**src/rtl/card_pkg.sv**
```systemverilog
// Card encoding shared by the dealer/player hands and the 7-seg decoders.
package card_pkg;

   localparam int unsigned CARD_W = 4;

   typedef logic [CARD_W-1:0] card_t;

   localparam card_t CARD_NONE = 4'd0;
   localparam card_t CARD_ACE  = 4'd1;
   localparam card_t CARD_KING = 4'd13;

   // Hand fill level doubles as the FSM state.
   typedef enum logic [1:0] {
      StEmpty = 2'd0,
      StOne   = 2'd1,
      StTwo   = 2'd2,
      StFull  = 2'd3
   } count_state_e;

   // Baccarat value: pips count at face value, tens and court cards count zero.
   function automatic logic [3:0] card_value(input card_t code);
      return (code <= 4'd9) ? code : 4'd0;
   endfunction

endpackage

```
**src/rtl/dealer_hand_card_source.sv**
```systemverilog
// Free-running card source: ascending 1..13 counter, or a re-mapped 4-bit LFSR when
// DEALER_HAND_LFSR_EN is defined.
module card_source
   import card_pkg::*;
#(
   parameter int unsigned CARD_MAX = 13
) (
   input  logic  slow_clock,
   input  logic  reset,
   output card_t gen
);

   card_t gen_q, gen_d;

`ifdef DEALER_HAND_LFSR_EN
   // x^4 + x^3 + 1, never reaches the all-zero state.
   function automatic card_t lfsr_step(input card_t s);
      return {s[2:0], s[3] ^ s[2]};
   endfunction

   always_comb begin
      gen_d = lfsr_step(gen_q);
      // Codes above the King (at most 15 then 14 in a row) are stepped over.
      for (int i = 0; i < 2; i++) begin
         if (gen_d > card_t'(CARD_MAX) || gen_d == CARD_NONE) begin
            gen_d = lfsr_step(gen_d);
         end
      end
   end
`else
   always_comb begin
      gen_d = (gen_q == card_t'(CARD_MAX)) ? CARD_ACE : gen_q + 4'd1;
   end
`endif

   always_ff @(posedge slow_clock or posedge reset) begin
      if (reset) begin
         gen_q <= CARD_ACE;
      end else begin
         gen_q <= gen_d;
      end
   end

   assign gen = gen_q;

endmodule

```
**src/rtl/dealer_hand.sv**
```systemverilog
// Dealer hand: three card slots filled in order on deal strobes, registered
// baccarat score with one cycle of latency. Card source order set by DEALER_HAND_LFSR_EN.
module dealer_hand
   import card_pkg::*;
#(
   parameter int unsigned MAX_CARDS = 3,
   parameter int unsigned CARD_MAX  = 13
) (
   input  logic       slow_clock,
   input  logic       reset,
   input  logic       deal,
   input  logic       clear_hand,
   output logic [3:0] dealer_card1,
   output logic [3:0] dealer_card2,
   output logic [3:0] dealer_card3,
   output logic [1:0] card_count,
   output logic       hand_full,
   output logic [3:0] dealer_score,
   output logic       score_busy,
   output logic       deal_err
);

   localparam logic [1:0] FullCount = 2'(MAX_CARDS);

   card_t        gen;
   card_t        slot1_q, slot2_q, slot3_q;
   count_state_e state_q, state_d;
   logic         full_q, busy_q, err_q;
   logic [3:0]   score_q;
   logic         accept;
   logic [4:0]   raw_sum;
   logic [4:0]   mod10_sum;

   card_source #(
      .CARD_MAX(CARD_MAX)
   ) u_card_source (
      .slow_clock(slow_clock),
      .reset     (reset),
      .gen       (gen)
   );

   assign accept = deal & ~clear_hand & (state_q != StFull);

   always_comb begin
      state_d = state_q;
      if (clear_hand) begin
         state_d = StEmpty;
      end else if (accept) begin
         case (state_q)
            StEmpty: state_d = StOne;
            StOne:   state_d = StTwo;
            StTwo:   state_d = StFull;
            default: state_d = state_q;
         endcase
      end
   end

   // Sum of three values is at most 27, so two compare/subtract stages cover mod 10.
   always_comb begin
      raw_sum = {1'b0, card_value(slot1_q)} + {1'b0, card_value(slot2_q)}
              + {1'b0, card_value(slot3_q)};
      if (raw_sum >= 5'd20) begin
         mod10_sum = raw_sum - 5'd20;
      end else if (raw_sum >= 5'd10) begin
         mod10_sum = raw_sum - 5'd10;
      end else begin
         mod10_sum = raw_sum;
      end
   end

   always_ff @(posedge slow_clock or posedge reset) begin
      if (reset) begin
         state_q <= StEmpty;
         full_q  <= 1'b0;
         err_q   <= 1'b0;
         busy_q  <= 1'b0;
         score_q <= 4'd0;
         slot1_q <= CARD_NONE;
         slot2_q <= CARD_NONE;
         slot3_q <= CARD_NONE;
      end else begin
         state_q <= state_d;
         full_q  <= (state_d == FullCount);
         err_q   <= deal & ~clear_hand & (state_q == StFull);
         if (clear_hand) begin
            slot1_q <= CARD_NONE;
            slot2_q <= CARD_NONE;
            slot3_q <= CARD_NONE;
            score_q <= 4'd0;
            busy_q  <= 1'b0;
         end else begin
            if (accept) begin
               case (state_q)
                  StEmpty: slot1_q <= gen;
                  StOne:   slot2_q <= gen;
                  StTwo:   slot3_q <= gen;
                  default: ;
               endcase
            end
            // Slots settled at the previous edge; fold them into the score now.
            if (busy_q) begin
               score_q <= mod10_sum[3:0];
            end
            busy_q <= accept;
         end
      end
   end

   assign dealer_card1 = slot1_q;
   assign dealer_card2 = slot2_q;
   assign dealer_card3 = slot3_q;
   assign card_count   = state_q;
   assign hand_full    = full_q;
   assign dealer_score = score_q;
   assign score_busy   = busy_q;
   assign deal_err     = err_q;

endmodule

```
**config.mk**
```make
export PLATFORM = sky130hd
export DESIGN_NAME = dealer_hand
export DESIGN_NICKNAME = d
export VERILOG_FILES = /design/src/rtl/card_pkg.sv /design/src/rtl/dealer_hand_card_source.sv /design/src/rtl/dealer_hand.sv
export SDC_FILE = /design/constraint.sdc
export NUM_CORES = 1
export LEC_CHECK = 0
export BUFFER_PORTS_ARGS = -buffer_cell sky130_fd_sc_hd__buf_2
export CORE_AREA = 2 2 88 64
export CTS_CLUSTER_SIZE = 14
export DETAILED_ROUTE_END_ITERATION = 8
export DIE_AREA = 0 0 90 66
export SYNTH_ARGS = -nofsm -noshare
export SYNTH_HDL_FRONTEND = slang
export SYNTH_HIERARCHICAL = 1
export SYNTH_SLANG_ARGS = --single-unit
```
**constraint.sdc**
```tcl
create_clock -name slow_clock -period 4.2 [get_ports slow_clock]
set_clock_uncertainty 0.15 [all_clocks]
set_input_delay 0.84 -clock slow_clock [delete_from_list [all_inputs] [get_ports slow_clock]]
set_output_delay 0.84 -clock slow_clock [all_outputs]
set_load 0.05 [all_outputs]
```
==> out/results.ini, run 1 <==
[run_status]
status = complete, no violations

[worst_setup_path]
endpoint_kind = flop
startpoint = dealer_card1[1]
rrSetupSlack_ns = 0.81
cpPeakStageDelay_ns = 0.48
crit_chain = nor2b_1 > fa_1 > ha_1 > fa_1 > xor2_2 > inv_1 > ha_1 > a311oi_4 > mux2_4 > nand2_2 > a311oi_2
cp_max_fo = 5
arrival_ns = 3.37
worstSetupStartpointType = flop
crit_type = reg -> reg
cpMaxStageDelayCell = fa_1
reg2reg_depth = 11
rr_endpoint = dealer_score[3]
r2r-start = dealer_card1[1]
critical_path_required_ns = 4.18

[floorplanning]
num_io_pins = 25
initial_utilization_pct = 29.0
die_h_um = 66
design.core.area_um2 = 5120
rows = 22
die-width_um = 90
die_area_um2 = 5940

[sta]
hold_violations = 0
tns_ns = 0
final_max_slew_viol_count = 0
final.min_clock_period_ns = 3.39
tightest_slew_ns = 0.839
setup_viol = 0
fmax_mhz = 295
relSlewSlack_pct = 44.0
grt_setup_unrepaired = false
period_share_pct = 80.7

[clock_network]
insertion_delay_ns = 0.27
ctsHoldBuffers = 0
ctsResizeCount = 0
cts.path.max_buffers = 2
h-tree-depth = 1
cts_tree = done
post_cts_buffers = 0
cts-root-buf = clkbuf_8
clkTransAtPathRegs_ns = 0.09
numCtsBuffers = 3
cts_sinks = 25

[power_and_ir_drop]
power_uw = 514
power_density_nw_per_um2 = 298
power_leakage_uw = 0.000860
ir_drop_uv = 164

[yosys]
synth_edf_count = 0
synthCells = 150
yosysUniqueCellTypes = 35
synth_top_area_share_pct = 40.4
synth_common_cells = 24 x dfrtp_1, 19 x nor2_1, 13 x nand2_1
ys_ff_latch = 25
synthesis.nets = 165
synthFlopType = dfrtp_1
ys_seq_area_share_pct = 42.2
synth_warnings = 6
async_flop_share_pct = 100
syn_area_um2 = 1490
syn_area_per_cell_um2 = 9.90
post-synth-top-area-cell = dfrtp_1
yosysMostFrequentCell = dfrtp_1
synthTopCellsByArea = dfrtp_1 40%, fa_1 6.7%, mux2i_1 6.1%, ha_1 5.1%, nor2_1 4.8%

[grt]
grt_max_degree = 23
grt_pass1_wl_um = 5570
antenna_found_initial = 0
overflow = 0
grt.total_usage_pct = 11.4
first_global_vias = 1147

[detailed_routing]
dr_total_vias = 1095
drc = 0
wl_um = 3180
wl_per_cell_um = 12.9
ant_nets = 0
routed_via_density = 4.45
drtIter0Drc = 16
firstDrtPassIters = 4

[worst_hold_path]
hold_path_class = in -> async

[place]
gp_congestion = 0.840
placedInstanceArea_um2 = 1680
io_buffers = 24
dp_hpwl_um = 2380

[layout]
drive_above_1_share_pct = 21.8
antennaDiodeCount = 0
nNetsFinal = 190
syn2layout_area_growth_pct = 16.3
fin_area_um2 = 1730

[run]
maxCapViolations = 0

[per-stage QoR]
stage                     util, %  worst slack, ns  hold WS, ns  cells
after floorplan                 -            0.655        0.328    150
after global placement       32.8            0.877        0.356    242
after CTS                    33.7            0.798        0.287    246
after detailed placement     32.8            0.812        0.368    242
final                        33.7            0.810        0.292    246
after global routing         33.7            0.650        0.283    246
[flip-flops by register name (all words and copies together) (netlist names)]
signal	flops
dealer_card3	4
hand_full	1
deal_err	1
u_card_source/gen	4
dealer_score	4
card_count	2
dealer_card2	4
dealer_card1	4
score_busy	1
[final cells by class]
cell class	count	area [µm²]
repair buffers	24	120
fillers	569	3390
well taps	72	90.1
flip-flops and latches	25	627
inverters	11	41.3
multi-input cells	110	802
clock inverters	1	5.00
clock buffers	3	41.3
[placed cells by master (no fill, tap or decap), drive strengths merged, types with 2 or more instances in the layout]
cell    instances
nand2          14
nand3           2
o21ai          10
nand2b          6
ha              6
a21oi           9
mux2i           9
a21o            2
clkbuf          3
nor2           19
xor2            2
nor3            2
inv            11
nor2b           5
a31oi           2
mux2            3
dfrtp          24
nor3b           5
buf            24
fa              5
a311oi          2
[worst max-delay path: cells and delay by family, from the launching register on]
kind / cells / cell delay, ns
adders and majority gates: 4 / 1.36
DFF: 1 / 0.43
AOI/OAI and AO/OA: 2 / 0.37
muxes: 1 / 0.33
xor gates and xnor gates: 1 / 0.29
and+or+nand+nor: 2 / 0.23
buffers and inverters: 1 / 0.11
[cells by family (layout without fill, tap and decap cells)]
family | after synthesis | after routing | synth area share (%)
adders and majority gates | 11 | 11 | 11.8
muxes | 12 | 12 | 8.59
and+or+nand+nor | 56 | 56 | 18.4
buffers and inverters | 15 | 39 | 3.79
AOI/OAI and AO/OA | 28 | 28 | 13.0
xor gates and xnor gates | 3 | 3 | 2.28
DFF | 25 | 25 | 42.2
[power breakdown]
| group | switching [µW] | leakage [µW] | total (µW) | internal [µW] |
|---|---|---|---|---|
| Combinational | 75.3 | 0.000505 | 112 | 36.6 |
| Sequential | 9.71 | 0.000329 | 258 | 249 |
| Clock | 77.9 | 0.0000255 | 144 | 66.3 |
| Total | 163 | 0.000860 | 514 | 352 |
[layer usage]
metal / global-route usage [%] / vias to the layer above / wire (µm)
li1: - / 554 / -
met1: 15.0 / 523 / 1640
met2: 19.9 / 16 / 1410
met3: 2.62 / 2 / 121
met4: 1.15 / 0 / 8
met5: 0 / - / 0
[worst max-delay path by stage]
| stage | endpoint | slack, ns | cells past startpoint |
|---|---|---|---|
| after floorplan | dealer_score[3] | 0.65 | 11 |
| after CTS | dealer_score[3] | 0.80 | 11 |
| after global routing | dealer_score[3] | 0.65 | 11 |
| final | dealer_score[3] | 0.81 | 11 |
| after global placement | dealer_score[3] | 0.88 | 11 |
| after detailed placement | dealer_score[3] | 0.81 | 11 |
Note: power is estimated with default switching activity, not from simulation.
==> run 2: changes to the inputs <==
--- a/config.mk
+++ b/config.mk
@@ -5,11 +5,12 @@
 export SDC_FILE = /design/constraint.sdc
 export NUM_CORES = 1
 export LEC_CHECK = 0
+export ABC_AREA = 1
 export BUFFER_PORTS_ARGS = -buffer_cell sky130_fd_sc_hd__buf_2
-export CORE_AREA = 2 2 88 64
+export CORE_AREA = 2 2 87 64
 export CTS_CLUSTER_SIZE = 14
 export DETAILED_ROUTE_END_ITERATION = 8
-export DIE_AREA = 0 0 90 66
+export DIE_AREA = 0 0 89 66
 export SYNTH_ARGS = -nofsm -noshare
 export SYNTH_HDL_FRONTEND = slang
 export SYNTH_HIERARCHICAL = 1
==> constraint.sdc (replaced) <==
create_clock -name slow_clock -period 3.3 [get_ports slow_clock]
set_clock_uncertainty 0.15 [all_clocks]
set_input_delay 0.66 -clock slow_clock [delete_from_list [all_inputs] [get_ports slow_clock]]
set_output_delay 0.66 -clock slow_clock [all_outputs]
set_load 0.05 [all_outputs]
==> run 2 against run 1 <==
Net effect: register-to-register slack worse by 0.64 ns; utilization is 1.0 points higher; critical path depth is 4 higher; worst setup slack worse by 0.64 ns; die area is 1.1% lower; largest power group unchanged; flip-flop and latch count stayed put; wire length is 1.9% higher; final area is 2.0% higher; maximum frequency is 8.4% higher.
==> out/results.ini, run 2 <==
[run_status]
status = complete, no violations

[layout]
antennaDiodeCount = 0
nNetsFinal = 224
drive_above_1_share_pct = 24.5
layout_commonest_cell = nand2_1
final_cell_mix = 38 x nand2_1, 32 x inv_1, 24 x dfrtp_1, 24 x buf_2, 13 x nand3_1
syn2layout_area_growth_pct = 19.4
n_fill_cell = 558

[floorplanning]
rows = 22
design.core.area_um2 = 5060
initial_utilization_pct = 29.1
num_io_pins = 25
die_h_um = 66
die_area_um2 = 5870
die-width_um = 89

[sta]
period_share_pct = 94.8
tightest_slew_ns = 0.821
hold_violations = 0
fmax_mhz = 320
final_max_slew_viol_count = 0
setup_viol = 0
tns_ns = 0
relSlewSlack_pct = 45.2
final.min_clock_period_ns = 3.13
grt_setup_unrepaired = false

[power_and_ir_drop]
power_uw = 660
power_density_nw_per_um2 = 375
ir_drop_uv = 215
power_leakage_uw = 0.000936

[yosys]
yosysMostFrequentCell = nand2_1
synth_common_cells = 38 x nand2_1, 33 x inv_1, 24 x dfrtp_1
ys_seq_area_share_pct = 42.5
syn_area_per_cell_um2 = 8.28
ys_ff_latch = 25
synthesis.nets = 193
synth_warnings = 6
yosysUniqueCellTypes = 24
post-synth-top-area-cell = dfrtp_1
synthCells = 178
synth_top_area_share_pct = 40.7
synthTopCellsByArea = dfrtp_1 41%, nand2_1 9.7%, inv_1 8.4%, fa_1 6.8%, ha_1 5.1%
async_flop_share_pct = 100
synthFlopType = dfrtp_1
synth_edf_count = 0
syn_area_um2 = 1470

[place]
io_buffers = 24
dp_hpwl_um = 2670
gp_congestion = 0.806

[run]
maxCapViolations = 0

[worst_setup_path]
worstSetupStartpointType = flop
endpoint_kind = flop
crit_type = reg -> reg
cp_max_fo = 4
cpMaxStageDelayCell = fa_2
crit_chain = o21ai_1 > nand2_1 > fa_1 > inv_1 > fa_2 > inv_2 > ha_1 > nand2_1 > inv_1 > o21ai_2 > nand3_2 > nand2_1 > nand3_1 > nand2_1 > nand2_1
arrival_ns = 3.14
path_common_cell = nand2_1
cpPeakStageDelay_ns = 0.61
cp_num_buf_inv = 3
critical_path.top_delay_family = adder cells
critical_path_required_ns = 3.32

[clock_network]
cts-root-buf = clkbuf_8
ctsHoldBuffers = 0
cts_tree = done
cts_sinks = 25
post_cts_buffers = 0
insertion_delay_ns = 0.26
cts.path.max_buffers = 2
h-tree-depth = 1
numCtsBuffers = 3
clkTransAtPathRegs_ns = 0.09

[grt]
grt.total_usage_pct = 12.1
overflow = 0
antenna_found_initial = 0
grt_pass1_wl_um = 5450
first_global_vias = 1153
grt_max_degree = 22

[detailed_routing]
drc = 0
dr_total_vias = 1234
ant_nets = 0
routed_via_density = 4.41
wl_per_cell_um = 11.6
drtIter0Drc = 88
wl_um = 3240
firstDrtPassIters = 4

[worst_hold_path]
hold_path_class = in -> async

==> run 2: cell types whose count changed after synthesis, moves of 4 or more <==
| cell | before | now |
|---|---|---|
| o21ai_1 | 0 | 6 |
| nor2_1 | 19 | 12 |
| nor3b_1 | 5 | 0 |
| nand2_1 | 13 | 38 |
| nor2b_1 | 5 | 0 |
| o21ai_0 | 10 | 6 |
| nand3_2 | 0 | 4 |
| nand2b_1 | 6 | 0 |
| nand3_1 | 2 | 14 |
| mux2i_1 | 9 | 0 |
| inv_1 | 11 | 33 |
| o22ai_1 | 0 | 8 |
==> run 2: path summary, 6_finish.rpt <==
check                                start                    to  slack, ns  cells after the start
max in group asynchronous            reset       dealer_card2[0]       2.09                      2
min in group slow_clock    dealer_score[3]       dealer_score[3]       0.34                      2
setup / recovery           dealer_card1[1]       dealer_score[2]       0.17                     15
hold / removal                       reset  u_card_source/gen[1]       0.12                      2
hold reg to reg            dealer_score[3]       dealer_score[3]       0.34                      2
setup reg to reg           dealer_card1[1]       dealer_score[2]       0.17                     15
==> run 2: layout make-up <==
class | count | area, µm² | area share, %
multi-input cells | 118 | 728 | 41.4
repair buffers | 27 | 143 | 8.10
well taps | 72 | 90.1 | 5.12
inverters | 34 | 128 | 7.25
clock buffers | 4 | 45.0 | 2.56
flip-flops and latches | 25 | 627 | 35.6
==> run 2: layer usage <==
layer | share of wire (%) | vias up | global-route usage, %
met5 | 0 | - | 0
met4 | 0.62 | 0 | 2.24
met3 | 4.3 | 2 | 3.00
met2 | 39 | 31 | 16.3
met1 | 57 | 564 | 19.2
li1 | - | 637 | -
==> run 2: stage by stage <==
stage / setup slack [ns] / area, µm² / hold WS [ns] / util, % / cells
2_1_floorplan: 0.0310 / 1470 / 0.275 / - / 178
3_3_place_gp: 0.0958 / 1700 / 0.316 / 33.6 / 276
3_5_place_dp: 0.0393 / 1700 / 0.317 / 33.6 / 276
4_1_cts: 0.0110 / 1750 / 0.127 / 34.5 / 280
5_1_grt: 0.0144 / 1760 / 0.135 / 34.8 / 280
6_report: 0.171 / 1760 / 0.124 / 34.8 / 280
==> run 2: kinds of logic (layout without fill, tap and decap cells) <==
kind of cell	Yosys count	in the layout	share of synthesized area [%]
AO/OA/AOI/OAI	27	27	10.4
AND/OR/NAND/NOR	80	80	26.2
adder cells (fa/ha/maj)	11	11	11.9
flip-flops	25	25	42.5
buffers and inverters	35	65	9.00
==> run 2: where the power goes <==
group          internal, µW  switching, µW  total (µW)
logic                  39.9            111         151
clock network          86.3           94.1         180
registers               318           10.4         329
==> run 2: worst reg2reg max path, delay by kind of cell (launching register included) <==
family,cells,cell delay (ns)
and+or+nand+nor,7,0.54
adders and majority gates,3,1.35
AOI/OAI and AO/OA,2,0.38
DFF,1,0.44
buffers and inverters,3,0.18
==> run 2: repair_timing <==
item                       in CTS  in global routing
hold endpoints to repair        0                  0
gates resized for setup         0                  7
setup endpoints to repair       0                  3
==> run 3: changes to the inputs <==
--- a/config.mk
+++ b/config.mk
@@ -7,10 +7,10 @@
 export LEC_CHECK = 0
 export ABC_AREA = 1
 export BUFFER_PORTS_ARGS = -buffer_cell sky130_fd_sc_hd__buf_2
-export CORE_AREA = 2 2 87 64
+export CORE_AREA = 2 2 79 58
 export CTS_CLUSTER_SIZE = 14
 export DETAILED_ROUTE_END_ITERATION = 8
-export DIE_AREA = 0 0 89 66
+export DIE_AREA = 0 0 81 60
 export SYNTH_ARGS = -nofsm -noshare
 export SYNTH_HDL_FRONTEND = slang
 export SYNTH_HIERARCHICAL = 1
==> run 3 against run 2 <==
Net effect: hold slack worse by 0.0058 ns; flip-flop and latch count is the same; sequential power is essentially flat; die area shrank 17%; sequential share of layout area up 0.88 points; largest power group unchanged.
==> out/results.ini, run 3 (same netlist as run 2, synthesis figures left out) <==
[run_status]
status = complete, no violations

[worst_setup_path]
path_common_cell = nand2_1
cpMaxStageDelayCell = fa_1
rr_endpoint = dealer_score[2]
rrSetupSlack_ns = 0.25
critical_path_required_ns = 3.32
cp_max_fo = 4
endpoint_kind = flop
reg2reg_depth = 16
crit_type = reg -> reg
worstSetupStartpointType = flop
crit_chain = inv_1 > a21oi_2 > nor2_1 > fa_1 > ha_2 > fa_1 > inv_2 > ha_1 > nand2_1 > inv_1 > o21ai_2 > nand3_2 > nand2_1 > nand3_1 > nand2_1 > nand2_1
r2r-start = dealer_card3[2]
arrival_ns = 3.07
cpPeakStageDelay_ns = 0.61

[grt]
first_global_vias = 1125
grt_max_degree = 22
grt.total_usage_pct = 14.7
grt-busiest-layer = met1
globalRouteMet3Util_pct = 1.96
grt_pass1_wl_um = 5360
antenna_found_initial = 0
grt.met2_usage_pct = 21.0
gr-usage-met1_pct = 23.3
overflow = 0

[floorplanning]
num_io_pins = 25
die_h_um = 60
initial_utilization_pct = 35.5
die-width_um = 81
die_area_um2 = 4860
design.core.area_um2 = 4150
rows = 20

[detailed_routing]
ant_nets = 0
wl_um = 3260
drtIter0Drc = 76
dr_total_vias = 1213
firstDrtPassIters = 4
wl_per_cell_um = 12.6
drc = 0
routed_via_density = 4.67

[worst_hold_path]
hold_path_class = in -> async

[clock_network]
post_cts_buffers = 0
clkTransAtPathRegs_ns = 0.09
numCtsBuffers = 3
cts_sinks = 25
ctsResizeCount = 0
insertion_delay_ns = 0.26
ctsHoldBuffers = 0
cts.path.max_buffers = 2
cts-root-buf = clkbuf_8
cts_tree = done
h-tree-depth = 1

[layout]
syn2layout_area_growth_pct = 16.6
nNetsFinal = 221
final_cell_mix = 38 x nand2_1, 32 x inv_1, 24 x dfrtp_1, 24 x buf_2, 13 x nand3_1
instances_no_fill = 260
fin_area_um2 = 1720
antennaDiodeCount = 0
drive_above_1_share_pct = 23.4
layout_commonest_cell = nand2_1

[run]
maxCapViolations = 0

[power_and_ir_drop]
power_leakage_uw = 0.000922
power_density_nw_per_um2 = 385
ir_drop_uv = 173

[place]
dp.cells = 256
placedInstanceArea_um2 = 1660
gp_congestion = 0.861
io_buffers = 24
dp_hpwl_um = 2590

[sta]
final.min_clock_period_ns = 3.05
grt_setup_unrepaired = false
tightest_slew_ns = 0.825
fmax_mhz = 328
final_max_slew_viol_count = 0
tns_ns = 0
relSlewSlack_pct = 44.9
period_share_pct = 92.4
whs_ns = 0.118
hold_violations = 0
setup_viol = 0

run 3: critical path, delay by kind of cell, from the launching register on:
kind	cells	cell delay, ns
AOI/OAI and AO/OA	2	0.32
adders and majority gates	4	1.45
buffers and inverters	3	0.19
DFF	1	0.37
and+or+nand+nor	7	0.47
run 3: layer usage:
layer,wire length [µm],up-vias
li1,-,625
met1,1810,561
met2,1310,25
met3,132,2
met4,10,0
met5,0,-
run 3: how the worst max path moves through the flow:
stage / startpoint / endpoint / slack [ns] / cells after the start
detailed placement: dealer_card1[2] / dealer_score[2] / 0.11 / 15
CTS: dealer_card1[2] / dealer_score[2] / 0.09 / 15
floorplan: dealer_card3[1] / dealer_score[1] / 0.03 / 16
global placement: dealer_card1[2] / dealer_score[2] / 0.10 / 15
global route: dealer_card3[2] / dealer_score[1] / 0.01 / 16
finish: dealer_card3[2] / dealer_score[2] / 0.25 / 16
run 3: power by group:
group / leakage (µW) / internal [µW] / switching (µW) / total, µW
clock network: 0.0000228 / 86.3 / 96.4 / 183
registers: 0.000329 / 318 / 11.9 / 330
logic: 0.000571 / 38.6 / 111 / 149
total: 0.000922 / 443 / 219 / 662
run 3: metrics by stage:
| step | utilization [%] | power, µW | setup slack, ns |
|---|---|---|---|
| 2_1_floorplan | - | 448 | 0.0310 |
| 3_3_place_gp | 39.9 | 485 | 0.102 |
| 3_5_place_dp | 39.9 | 485 | 0.109 |
| 4_1_cts | 41.0 | 664 | 0.0892 |
| 5_1_grt | 41.4 | 691 | 0.0122 |
| 6_report | 41.4 | 662 | 0.250 |
run 3: area by class of cell:
cell class                 count  area (µm²)
tap                           55        68.8
clock buffer                   4        45.0
sequential                    25         627
timing repair buffer          24         120
inverter                      34         128
multi-input combinational    118         729
fill                         434        2440
